[config.mk]
export PLATFORM = sky130hd
export DESIGN_NAME = vid_timing_gen_flat
export DESIGN_NICKNAME = d
export VERILOG_FILES = /design/src/rtl/vid_timing_pkg.sv /design/src/rtl/vid_timing_gen_if.sv /design/src/rtl/vid_axis_ctr.sv /design/src/rtl/vid_timing_gen.sv /design/src/flat_wrapper.sv
export SDC_FILE = /design/constraint.sdc
export NUM_CORES = 1
export LEC_CHECK = 0
export ABC_CLOCK_PERIOD_IN_PS = 9400
export CORE_MARGIN = 1.5
export CORE_UTILIZATION = 35
export CTS_CLUSTER_DIAMETER = 80
export DETAILED_ROUTE_END_ITERATION = 8
export PLACE_DENSITY = 0.64
export SETUP_SLACK_MARGIN = 0.05
export SLEW_MARGIN = 10
export SYNTH_ARGS = -nofsm -noshare
export SYNTH_HDL_FRONTEND = slang
export SYNTH_HIERARCHICAL = 1
export SYNTH_SLANG_ARGS = --single-unit
[constraint.sdc]
create_clock -name clk_pix -period 9.4 [get_ports clk_pix]
set_input_delay 2.35 -clock clk_pix [delete_from_list [all_inputs] [get_ports clk_pix]]
set_output_delay 2.35 -clock clk_pix [all_outputs]
set_load 0.05 [all_outputs]
[src/rtl/vid_timing_pkg.sv]
`default_nettype none
// ============================================================================
// Module      : vid_timing_pkg
// Description : Video mode timing table, mode index type and helpers that
//               turn a table entry into per-axis decode bounds.
// Revision    : 1.0 - initial release
// ============================================================================
package vid_timing_pkg;

    localparam int TBL_W     = 12;
    localparam int TBL_MODES = 4;

    localparam logic POL_NEG = 1'b0;
    localparam logic POL_POS = 1'b1;

    typedef enum logic [1:0] {
        MODE_640X480   = 2'd0,
        MODE_1920X1080 = 2'd1,
        MODE_1280X720  = 2'd2,
        MODE_800X600   = 2'd3
    } mode_idx_t;

    typedef struct packed {
        logic [TBL_W-1:0] h_act;
        logic [TBL_W-1:0] h_fp;
        logic [TBL_W-1:0] h_sync;
        logic [TBL_W-1:0] h_bp;
        logic [TBL_W-1:0] h_tot;
        logic [TBL_W-1:0] v_act;
        logic [TBL_W-1:0] v_fp;
        logic [TBL_W-1:0] v_sync;
        logic [TBL_W-1:0] v_bp;
        logic [TBL_W-1:0] v_tot;
        logic             hpol;
        logic             vpol;
    } timing_t;

    // Decode bounds for one axis: active is [0, act), sync is [sync_beg, sync_end).
    typedef struct packed {
        logic [TBL_W-1:0] act;
        logic [TBL_W-1:0] sync_beg;
        logic [TBL_W-1:0] sync_end;
        logic [TBL_W-1:0] last;
    } axis_bounds_t;

    localparam timing_t MODE_TABLE [TBL_MODES] = '{
        '{12'd640,  12'd16,  12'd96,  12'd48,  12'd800,
          12'd480,  12'd10,  12'd2,   12'd33,  12'd525,  POL_NEG, POL_NEG},
        '{12'd1920, 12'd88,  12'd44,  12'd148, 12'd2200,
          12'd1080, 12'd4,   12'd5,   12'd36,  12'd1125, POL_POS, POL_POS},
        '{12'd1280, 12'd110, 12'd40,  12'd220, 12'd1650,
          12'd720,  12'd5,   12'd5,   12'd20,  12'd750,  POL_POS, POL_POS},
        '{12'd800,  12'd40,  12'd128, 12'd88,  12'd1056,
          12'd600,  12'd1,   12'd4,   12'd23,  12'd628,  POL_POS, POL_POS}
    };

    localparam logic [TBL_W-1:0] TBL_ONE = {{(TBL_W-1){1'b0}}, 1'b1};

    // Full decode bounds of one axis of a mode; vert selects the vertical axis.
    function automatic axis_bounds_t axis_bounds(input mode_idx_t m, input logic vert);
        axis_bounds_t b;
        if (vert) begin
            b.act      = MODE_TABLE[m].v_act;
            b.sync_beg = MODE_TABLE[m].v_act + MODE_TABLE[m].v_fp;
            b.sync_end = MODE_TABLE[m].v_act + MODE_TABLE[m].v_fp + MODE_TABLE[m].v_sync;
            b.last     = MODE_TABLE[m].v_tot - TBL_ONE;
        end else begin
            b.act      = MODE_TABLE[m].h_act;
            b.sync_beg = MODE_TABLE[m].h_act + MODE_TABLE[m].h_fp;
            b.sync_end = MODE_TABLE[m].h_act + MODE_TABLE[m].h_fp + MODE_TABLE[m].h_sync;
            b.last     = MODE_TABLE[m].h_tot - TBL_ONE;
        end
        return b;
    endfunction

    // Last coordinate of one axis, used to detect the wrap point.
    function automatic logic [TBL_W-1:0] axis_last(input mode_idx_t m, input logic vert);
        return vert ? (MODE_TABLE[m].v_tot - TBL_ONE) : (MODE_TABLE[m].h_tot - TBL_ONE);
    endfunction

    // Sync polarity of one axis (1 = active high).
    function automatic logic axis_pol(input mode_idx_t m, input logic vert);
        return vert ? MODE_TABLE[m].vpol : MODE_TABLE[m].hpol;
    endfunction

endpackage
`default_nettype wire

[src/rtl/vid_timing_gen_if.sv]
`default_nettype none
// ============================================================================
// Module      : vid_timing_gen_if
// Description : Control inputs and timing outputs of the video timing
//               generator. master = generator, slave = display pipeline.
// Revision    : 1.0 - initial release
// ============================================================================
interface vid_timing_gen_if #(
    parameter int CORDW  = 12,
    parameter int MODE_W = 2
);
    logic              pix_en;
    logic [MODE_W-1:0] res;
    logic [CORDW-1:0]  sx;
    logic [CORDW-1:0]  sy;
    logic              hsync;
    logic              vsync;
    logic              de;
    logic              frame_start;
    logic              line_start;
    logic [MODE_W-1:0] mode_cur;
    logic              mode_chg;

    modport master (
        input  pix_en, res,
        output sx, sy, hsync, vsync, de, frame_start, line_start, mode_cur, mode_chg
    );

    modport slave (
        output pix_en, res,
        input  sx, sy, hsync, vsync, de, frame_start, line_start, mode_cur, mode_chg
    );
endinterface
`default_nettype wire

[src/rtl/vid_axis_ctr.sv]
`default_nettype none
// ============================================================================
// Module      : vid_axis_ctr
// Description : One axis of the timing generator. Produces the next count
//               (wrapping at the current mode's total, or loaded with the
//               last coordinate of the next mode) and decodes active/sync
//               for that next count against the next mode's bounds.
// Revision    : 1.0 - initial release
// ============================================================================
module vid_axis_ctr #(
    parameter int CORDW = 12
) (
    input  logic [CORDW-1:0] count,
    input  logic             inc,
    input  logic             load,
    input  logic [CORDW-1:0] cur_last,
    input  logic [CORDW-1:0] nxt_act,
    input  logic [CORDW-1:0] nxt_sync_beg,
    input  logic [CORDW-1:0] nxt_sync_end,
    input  logic [CORDW-1:0] nxt_last,
    output logic [CORDW-1:0] count_nxt,
    output logic             wrap,
    output logic             active,
    output logic             sync
);
    localparam logic [CORDW-1:0] c_one = {{(CORDW-1){1'b0}}, 1'b1};

    // Wrap is judged in the mode in effect; load parks on the last pixel.
    always_comb begin
        wrap      = (count == cur_last);
        count_nxt = count;
        if (load) begin
            count_nxt = nxt_last;
        end else if (inc) begin
            count_nxt = wrap ? '0 : (count + c_one);
        end
    end

    // Decode the coordinate that is about to be registered.
    always_comb begin
        active = (count_nxt < nxt_act);
        sync   = (count_nxt >= nxt_sync_beg) && (count_nxt < nxt_sync_end);
    end
endmodule
`default_nettype wire

[src/rtl/vid_timing_gen.sv]
`default_nettype none
// ============================================================================
// Module      : vid_timing_gen
// Description : Multi-mode video timing generator. Counters advance on
//               pix_en; mode is sampled only at the frame wrap; all outputs
//               are registered from the decode of the next pixel so they all
//               describe the same (sx, sy).
// Revision    : 1.0 - initial release
// ============================================================================
module vid_timing_gen
    import vid_timing_pkg::*;
#(
    parameter int CORDW  = 12,
    parameter int NMODES = 4,
    parameter int MODE_W = 2
) (
    input  logic             clk_pix,
    input  logic             rst_pix,
    vid_timing_gen_if.master vif
);
    localparam logic [MODE_W:0] c_nmodes = (MODE_W+1)'(NMODES);

    logic [CORDW-1:0]  r_sx;
    logic [CORDW-1:0]  r_sy;
    logic [MODE_W-1:0] r_mode;
    logic              r_de;
    logic              r_hsync;
    logic              r_vsync;
    logic              r_frame_start;
    logic              r_line_start;
    logic              r_mode_chg;

    logic              w_res_ok;
    logic              w_frame_wrap;
    logic [MODE_W-1:0] w_mode_nxt;
    logic              w_chg_nxt;
    mode_idx_t         w_cur_idx;
    mode_idx_t         w_nxt_idx;
    axis_bounds_t      w_nxt_hb;
    axis_bounds_t      w_nxt_vb;
    logic [CORDW-1:0]  w_cur_hlast;
    logic [CORDW-1:0]  w_cur_vlast;
    logic              w_nxt_hpol;
    logic              w_nxt_vpol;
    logic [CORDW-1:0]  w_sx_nxt;
    logic [CORDW-1:0]  w_sy_nxt;
    logic              w_h_wrap;
    logic              w_v_wrap;
    logic              w_h_act;
    logic              w_v_act;
    logic              w_h_sync;
    logic              w_v_sync;
    logic              w_v_inc;

    // Table lookups for the mode in effect and the mode of the next pixel.
    always_comb begin
        w_cur_idx   = mode_idx_t'(2'(r_mode));
        w_nxt_idx   = mode_idx_t'(2'(w_mode_nxt));
        w_cur_hlast = CORDW'(axis_last(w_cur_idx, 1'b0));
        w_cur_vlast = CORDW'(axis_last(w_cur_idx, 1'b1));
        w_nxt_hb    = axis_bounds(w_nxt_idx, 1'b0);
        w_nxt_vb    = axis_bounds(w_nxt_idx, 1'b1);
        w_nxt_hpol  = axis_pol(w_nxt_idx, 1'b0);
        w_nxt_vpol  = axis_pol(w_nxt_idx, 1'b1);
    end

    // Mode selection: reset loads res, otherwise res is only honoured at the frame wrap.
    always_comb begin
        w_res_ok     = ({1'b0, vif.res} < c_nmodes);
        w_frame_wrap = vif.pix_en && w_h_wrap && w_v_wrap;
        w_mode_nxt   = r_mode;
        if (rst_pix) begin
            w_mode_nxt = w_res_ok ? vif.res : '0;
        end else if (w_frame_wrap && w_res_ok) begin
            w_mode_nxt = vif.res;
        end
        w_chg_nxt = !rst_pix && w_frame_wrap && (w_mode_nxt != r_mode);
    end

    assign w_v_inc = vif.pix_en && w_h_wrap;

    vid_axis_ctr #(
        .CORDW (CORDW)
    ) u_h_ctr (
        .count        (r_sx),
        .inc          (vif.pix_en),
        .load         (rst_pix),
        .cur_last     (w_cur_hlast),
        .nxt_act      (CORDW'(w_nxt_hb.act)),
        .nxt_sync_beg (CORDW'(w_nxt_hb.sync_beg)),
        .nxt_sync_end (CORDW'(w_nxt_hb.sync_end)),
        .nxt_last     (CORDW'(w_nxt_hb.last)),
        .count_nxt    (w_sx_nxt),
        .wrap         (w_h_wrap),
        .active       (w_h_act),
        .sync         (w_h_sync)
    );

    vid_axis_ctr #(
        .CORDW (CORDW)
    ) u_v_ctr (
        .count        (r_sy),
        .inc          (w_v_inc),
        .load         (rst_pix),
        .cur_last     (w_cur_vlast),
        .nxt_act      (CORDW'(w_nxt_vb.act)),
        .nxt_sync_beg (CORDW'(w_nxt_vb.sync_beg)),
        .nxt_sync_end (CORDW'(w_nxt_vb.sync_end)),
        .nxt_last     (CORDW'(w_nxt_vb.last)),
        .count_nxt    (w_sy_nxt),
        .wrap         (w_v_wrap),
        .active       (w_v_act),
        .sync         (w_v_sync)
    );

    // State and output registers: update on reset or enabled pixel, hold otherwise.
    always_ff @(posedge clk_pix) begin
        if (rst_pix || vif.pix_en) begin
            r_sx          <= w_sx_nxt;
            r_sy          <= w_sy_nxt;
            r_mode        <= w_mode_nxt;
            r_de          <= w_h_act && w_v_act;
            r_hsync       <= w_h_sync ~^ w_nxt_hpol;
            r_vsync       <= w_v_sync ~^ w_nxt_vpol;
            r_frame_start <= (w_sx_nxt == '0) && (w_sy_nxt == '0);
            r_line_start  <= (w_sx_nxt == '0);
            r_mode_chg    <= w_chg_nxt;
        end
    end

    assign vif.sx          = r_sx;
    assign vif.sy          = r_sy;
    assign vif.mode_cur    = r_mode;
    assign vif.de          = r_de;
    assign vif.hsync       = r_hsync;
    assign vif.vsync       = r_vsync;
    assign vif.frame_start = r_frame_start;
    assign vif.line_start  = r_line_start;
    assign vif.mode_chg    = r_mode_chg;
endmodule
`default_nettype wire

[src/flat_wrapper.sv]
// flat-port wrapper written by rule: the top's interface ports become plain ports
module vid_timing_gen_flat import vid_timing_pkg::*;
#(
    parameter int CORDW  = 12,
    parameter int NMODES = 4,
    parameter int MODE_W = 2
)
  (clk_pix, rst_pix, vif_pix_en, vif_res, vif_sx, vif_sy, vif_hsync, vif_vsync, vif_de, vif_frame_start, vif_line_start, vif_mode_cur, vif_mode_chg);
  vid_timing_gen_if #(.CORDW(CORDW), .MODE_W(MODE_W)) vif_i ();
  input  logic clk_pix;
  input  logic rst_pix;
  input wire logic [$bits(vif_i.pix_en)-1:0] vif_pix_en;
  input wire logic [$bits(vif_i.res)-1:0] vif_res;
  output wire logic [$bits(vif_i.sx)-1:0] vif_sx;
  output wire logic [$bits(vif_i.sy)-1:0] vif_sy;
  output wire logic [$bits(vif_i.hsync)-1:0] vif_hsync;
  output wire logic [$bits(vif_i.vsync)-1:0] vif_vsync;
  output wire logic [$bits(vif_i.de)-1:0] vif_de;
  output wire logic [$bits(vif_i.frame_start)-1:0] vif_frame_start;
  output wire logic [$bits(vif_i.line_start)-1:0] vif_line_start;
  output wire logic [$bits(vif_i.mode_cur)-1:0] vif_mode_cur;
  output wire logic [$bits(vif_i.mode_chg)-1:0] vif_mode_chg;
  assign vif_i.pix_en = vif_pix_en;
  assign vif_i.res = vif_res;
  assign vif_sx = vif_i.sx;
  assign vif_sy = vif_i.sy;
  assign vif_hsync = vif_i.hsync;
  assign vif_vsync = vif_i.vsync;
  assign vif_de = vif_i.de;
  assign vif_frame_start = vif_i.frame_start;
  assign vif_line_start = vif_i.line_start;
  assign vif_mode_cur = vif_i.mode_cur;
  assign vif_mode_chg = vif_i.mode_chg;
  vid_timing_gen #(.CORDW(CORDW), .NMODES(NMODES), .MODE_W(MODE_W)) u_core (.clk_pix(clk_pix), .rst_pix(rst_pix), .vif(vif_i));
endmodule
==> results of run 1 <==
==> layout make-up <==
type	count	area, um^2	area share (%)
clock buffer	6	129	2.53
clock inverter	1	5.00	0.0983
inverter	94	355	6.98
multi-input combinational	392	3040	59.7
sequential	32	961	18.9
tap	168	210	4.13
timing repair buffer	40	390	7.67
==> layout by cell type, fill, tap and decap left out, types with 10 or more instances in the layout <==
cell | synthesis | routed
a211oi_1 | 11 | 11
a21oi_1 | 26 | 26
a22o_1 | 12 | 12
clkdlybuf4s50_1 | 0 | 36
conb_1 | 2 | 22
edfxtp_1 | 32 | 32
ha_1 | 85 | 85
inv_1 | 92 | 92
nand2_1 | 26 | 26
nand3_1 | 11 | 11
nand4_1 | 22 | 22
nor2_1 | 23 | 23
nor3_1 | 11 | 11
nor4_1 | 10 | 10
o21ai_0 | 16 | 16
xnor2_1 | 12 | 12
xor2_1 | 38 | 38
==> metrics by stage <==
| step | hold WS, ps | area (um^2) | util, % |
|---|---|---|---|
| final | 947 | 5090 | 42.0 |
| after global placement | 917 | 4960 | 40.9 |
| after floorplan | 884 | 4440 | - |
| after CTS | 955 | 5090 | 42.0 |
| after detailed placement | 943 | 4960 | 40.9 |
| after global routing | 1010 | 5090 | 42.0 |
==> worst reg2reg max path: stages (launching register included) <==
cell and delay [ps]:
edfxtp_1 640, inv_1 190, ha_1 280, or2_2 300, xor2_1 170, nor4_2 250, nand3_1 190, inv_1 140
a31oi_4 130, mux2i_1 750, inv_1 310, ha_1 350, inv_1 220, nor2_1 70, a211oi_1 610, ha_1 380
a21oi_1 150, o221ai_1 130, or4_1 480, a21oi_1 170, xor2_1 90
==> power by group <==
| group | switching [mW] | internal (mW) |
|---|---|---|
| registers | 0.0317 | 0.183 |
| logic | 0.257 | 0.151 |
| clock network | 0.0581 | 0.0961 |
==> routing by layer <==
metal / routed length, um / GRT usage, % / vias to the layer above
met5: 0 / 0 / -
met4: 292 / 6.67 / 0
met3: 634 / 1.43 / 17
met2: 5620 / 32.1 / 122
met1: 5540 / 25.9 / 1827
li1: - / - / 1892
==> how the worst max path moves through the flow <==
| stage | start | to | slack [ps] | depth (start not counted) |
|---|---|---|---|---|
| floorplan | vif_pix_en | u_core/vif.vsync$_DFFE_PP_ | 3410 | 14 |
| CTS | vif_pix_en | u_core/vif.vsync$_DFFE_PP_ | 2370 | 14 |
| global placement | vif_pix_en | u_core/vif.vsync$_DFFE_PP_ | 2410 | 14 |
| finish | vif_pix_en | u_core/vif.vsync$_DFFE_PP_ | 2250 | 14 |
| global route | vif_pix_en | u_core/vif.vsync$_DFFE_PP_ | 2030 | 14 |
| detailed placement | vif_pix_en | u_core/vif.vsync$_DFFE_PP_ | 2110 | 14 |
==> kinds of logic after synthesis <==
family / count (synthesis) / share of synthesized area (%)
other: 2 / 0.172
AO/OA/AOI/OAI: 91 / 14.1
AND/OR/NAND/NOR: 139 / 17.8
adder cells (fa/ha/maj): 85 / 24.4
multiplexers: 4 / 1.09
buffers and inverters: 106 / 10.0
flip-flops: 32 / 22.0
XOR/XNOR: 51 / 10.4
==> registers in the layout, indices dropped and copies added, names as in the netlist <==
name and count:
u_core/vif.sx 12, u_core/vif.sy 12, u_core/vif.mode_cur 2, u_core/vif.de 1, u_core/vif.frame_start 1, u_core/vif.hsync 1
u_core/vif.line_start 1, u_core/vif.mode_chg 1, u_core/vif.vsync 1
==> flow_summary.json, run 1 <==
{
  "synth.most_common_cell": "inv_1",
  "syn_area_per_cell_um2": 8.56,
  "drtAntennaViolNets": 0,
  "relSlewSlack_pct": 36.5,
  "root_buffer": "clkbuf_16",
  "timing.final.ws_setup_ps": 2250,
  "path_class": "in -> reg",
  "syn_inst": 510,
  "reg2reg_to": "u_core/vif.vsync$_DFFE_PP_",
  "peakVddDrop_uv": 51.6,
  "insertion_delay_ps": 280,
  "path_max_fanout": 13,
  "hold_depth": 2,
  "hold_end": "u_core/vif.mode_chg$_DFFE_PP_",
  "die_w_um": 115,
  "hp-start": "u_core/vif.mode_cur[0]$_DFFE_PP_",
  "path_buf_inv": 3,
  "r2r-start": "u_core/vif.mode_cur[1]$_DFFE_PP_",
  "critPathSlowestCell": "mux2i_1",
  "nNetsFinal": 655,
  "netlist_top_cells_area": "ha_1, edfxtp_1, inv_1",
  "setup_tns_ps": 0,
  "hpwl_mm": 9.41,
  "routed_wl_mm": 12.1,
  "route.detailed.drc": 0,
  "netlist_area_um2": 4360,
  "skew_ps": 7.29,
  "hold_viol_final": 0,
  "postCtsResizedCells": 0,
  "synth_top_area_share_pct": 24.4,
  "ys_types": 50,
  "diodes": 0,
  "io_pins": 37,
  "fillers": 1235,
  "antenna_found_initial": 0,
  "ys_warn_count": 6,
  "drv_slew": 0,
  "fmax_ghz": 0.140,
  "drt-vias-per-instance": 5.26,
  "core_area_um2": 12100,
  "cts_buffers": 5,
  "die_h_um": 115,
  "dieArea_um2": 13100,
  "min_path_type": "reg -> reg",
  "synth_ff_type": "edfxtp_1",
  "critPathRequiredTime_ps": 9410,
  "tightest_slew_ps": 926,
  "cts_sinks": 32,
  "async_reset_ff_share_pct": 0,
  "yosys-top-cells-count": "inv_1, ha_1, xor2_1, edfxtp_1",
  "port_buffers": 36,
  "h-tree-depth": 2,
  "post-synth-top-area-cell": "ha_1",
  "arrival_ps": 7160,
  "grt_max_degree": 38,
  "critPathLaunchType": "primary input",
  "grt_pass1_vias": 3725,
  "reg2reg_slack_ps": 3120,
  "cts_tree": "done",
  "cts_hold_buf": 0,
  "placed_cells": 726,
  "grt_pass1_wl_mm": 19.4,
  "drtIter0Drc": 254,
  "critPathTopFamily": "compound AO/OA/AOI/OAI gates",
  "period_share_pct": 76.1,
  "final_cells": 733,
  "rows": 40,
  "place_ws_ps": 2110,
  "finalSetupViolCount": 0,
  "p_leak_nw": 2.35,
  "status": "finished clean",
  "reg2reg_depth": 20,
  "crit_chain": "clkdlybuf4s50_1 > a31oi_4 > mux2i_1 > inv_1 > ha_1 > inv_1 > nor2_1 > a211oi_1 > ha_1 > a21oi_1 > o221ai_1 > or4_1 > a21oi_1 > xor2_1",
  "dr.pass1.iters": 7,
  "areaGrowthSynthToFinish_pct": 16.7,
  "ys_ff_latch": 32,
  "start_util_pct": 36.0,
  "place.gp.congestion": 0.915,
  "power_uw": 776,
  "end_kind": "register",
  "clk_pin_slew_ps": 50,
  "yosysSeqAreaShare_pct": 22.0,
  "overflow": 0,
  "synth_edf_count": 32,
  "clockBufferDepth": 2,
  "cellPowerDensity_nw_per_um2": 152,
  "num_vias": 3858,
  "layout-drive-gt1-share_pct": 5.84,
  "wl_per_cell_um": 16.5,
  "rsz0062_at_grt": "no",
  "post_cts_buffers": 0,
  "fin_crit_ps": 7150,
  "drv_cap": 0,
  "grt_use_total_pct": 19.1,
  "cpPeakStageDelay_ps": 810
}
No activity file was read; power rests on OpenSTA's default activity.
==> run 2: changes to the inputs <==
--- a/config.mk
+++ b/config.mk
@@ -5,7 +5,7 @@
 export SDC_FILE = /design/constraint.sdc
 export NUM_CORES = 1
 export LEC_CHECK = 0
-export ABC_CLOCK_PERIOD_IN_PS = 9400
+export ABC_CLOCK_PERIOD_IN_PS = 7400
 export CORE_MARGIN = 1.5
 export CORE_UTILIZATION = 35
 export CTS_CLUSTER_DIAMETER = 80
==> constraint.sdc (replaced) <==
create_clock -name clk_pix -period 7.4 [get_ports clk_pix]
set_input_delay 1.85 -clock clk_pix [delete_from_list [all_inputs] [get_ports clk_pix]]
set_output_delay 1.85 -clock clk_pix [all_outputs]
set_load 0.05 [all_outputs]
==> run 2 against run 1 <==
Sequential power is 27% higher. Non-clock buffer count is 1 lower. Clock power is 26% higher. Total power is 26% higher. Highest routed layer unchanged. Via count is 0.39% lower. Die area stayed put.
==> flow_summary.json, run 2 (synthesis gave the netlist of run 1 again) <==
{
  "path_buf_inv": 3,
  "hold_viol_final": 0,
  "status": "finished clean",
  "root_buffer": "clkbuf_16",
  "p_leak_nw": 2.34,
  "postCtsResizedCells": 0,
  "final_common_cell": "inv_1",
  "place.gp.congestion": 0.974,
  "path_max_fanout": 13,
  "dieArea_um2": 13100,
  "fin_crit_ps": 6570,
  "clockBufferDepth": 2,
  "die_h_um": 115,
  "rows": 40,
  "critPathLaunchType": "primary input",
  "finalSetupViolCount": 0,
  "min_path_type": "reg -> reg",
  "skew_ps": 6.41,
  "grt_use_total_pct": 18.5,
  "drt-vias-per-instance": 5.25,
  "routed_wl_mm": 11.8,
  "dr.pass1.iters": 4,
  "drv_cap": 0,
  "insertion_delay_ps": 280,
  "drtAntennaViolNets": 0,
  "antenna_found_initial": 0,
  "critPathTopFamily": "compound AO/OA/AOI/OAI gates",
  "hpwl_mm": 9.26,
  "num_vias": 3843,
  "cpPeakStageDelay_ps": 810,
  "grt_max_degree": 37,
  "wl_per_cell_um": 16.1,
  "clk_pin_slew_ps": 50,
  "cts_tree": "done",
  "fillers": 1206,
  "cts_buffers": 5,
  "tightest_slew_ps": 930,
  "grt_pass1_wl_mm": 18.9,
  "start_util_pct": 36.0,
  "overflow": 0,
  "io_pins": 37,
  "critPathSlowestCell": "mux2i_1",
  "fmax_ghz": 0.152,
  "mostFrequentLayoutCells": "inv_1, ha_1, xor2_1",
  "nNetsFinal": 654,
  "die_w_um": 115,
  "core_area_um2": 12100,
  "drv_slew": 0,
  "cellPowerDensity_nw_per_um2": 192,
  "port_buffers": 36,
  "register_area_um2": 961,
  "cts_sinks": 32,
  "path_class": "in -> reg",
  "crit_chain": "clkdlybuf4s50_1 > a31oi_4 > mux2i_1 > inv_1 > ha_1 > inv_1 > nor2_1 > a211oi_1 > ha_1 > a21oi_1 > o221ai_1 > or4_1 > a21oi_1 > xor2_1",
  "post_cts_buffers": 0,
  "setup_tns_ps": 0,
  "rsz0062_at_grt": "no",
  "relSlewSlack_pct": 36.2,
  "layout-drive-gt1-share_pct": 5.50,
  "whs_ps": 922,
  "cts_hold_buf": 0,
  "diodes": 0,
  "drtIter0Drc": 295,
  "multiInputGateArea_um2": 3040,
  "peakVddDrop_uv": 69.0,
  "period_share_pct": 88.8,
  "end_kind": "register",
  "grt_pass1_vias": 3764,
  "h-tree-depth": 2,
  "areaGrowthSynthToFinish_pct": 16.5,
  "critPathRequiredTime_ps": 7420,
  "arrival_ps": 6590,
  "route.detailed.drc": 0
}
==> run 2: worst paths after layout <==
kind	start	end	slack [ps]	cells past startpoint
setup / recovery	vif_pix_en	u_core/vif.vsync$_DFFE_PP_	830	14
hold / removal	u_core/vif.sy[11]$_DFFE_PP_	u_core/vif.sy[11]$_DFFE_PP_	920	3
setup reg to reg	u_core/vif.mode_cur[1]$_DFFE_PP_	u_core/vif.vsync$_DFFE_PP_	1200	20
hold reg to reg	u_core/vif.sy[11]$_DFFE_PP_	u_core/vif.sy[11]$_DFFE_PP_	920	3
==> run 2: layout make-up <==
class                      instances  share of cell area (%)
tap                              168                    4.13
inverter                          94                    6.99
clock buffer                       5                    2.46
clock inverter                     2                   0.148
timing repair buffer              39                    7.53
sequential                        32                    18.9
multi-input combinational        392                    59.8
==> run 2: worst register-to-register path: stages, from the launching register on <==
cell and delay (ps):
edfxtp_1 620, inv_1 190, ha_1 280, or2_2 300, xor2_1 150, nor4_2 270
nand3_1 180, inv_1 150, a31oi_4 140, mux2i_1 760, inv_1 300, ha_1 340
inv_1 210, nor2_1 70, a211oi_1 600, ha_1 370, a21oi_1 150, o221ai_1 110
or4_1 480, a21oi_1 180, xor2_1 90
==> run 2: metal layers <==
metal / track usage (%) / share of wire (%) / up-vias
li1: - / - / 1891
met1: 23.4 / 45 / 1812
met2: 32.1 / 48 / 118
met3: 2.65 / 5.1 / 22
met4: 6.75 / 2.5 / 0
met5: 0 / 0 / -
==> run 2: through the flow <==
step / worst slack (ps) / instance area (um^2) / std cells / power (mW) / util, %
after global routing: 480 / 5080 / 732 / 1.04 / 42.0
after CTS: 918 / 5080 / 732 / 0.977 / 42.0
after detailed placement: 632 / 4950 / 725 / 0.780 / 40.9
after global placement: 940 / 4950 / 725 / 0.769 / 40.9
after floorplan: 1760 / 4440 / 530 / 0.636 / -
final: 825 / 5080 / 732 / 0.976 / 42.0
==> run 2: where the power goes <==
part           internal, mW  total [mW]  switching (mW)
Clock                 0.120       0.194          0.0740
Sequential            0.233       0.273          0.0404
Combinational         0.190       0.509           0.319
Total                 0.543       0.976           0.433
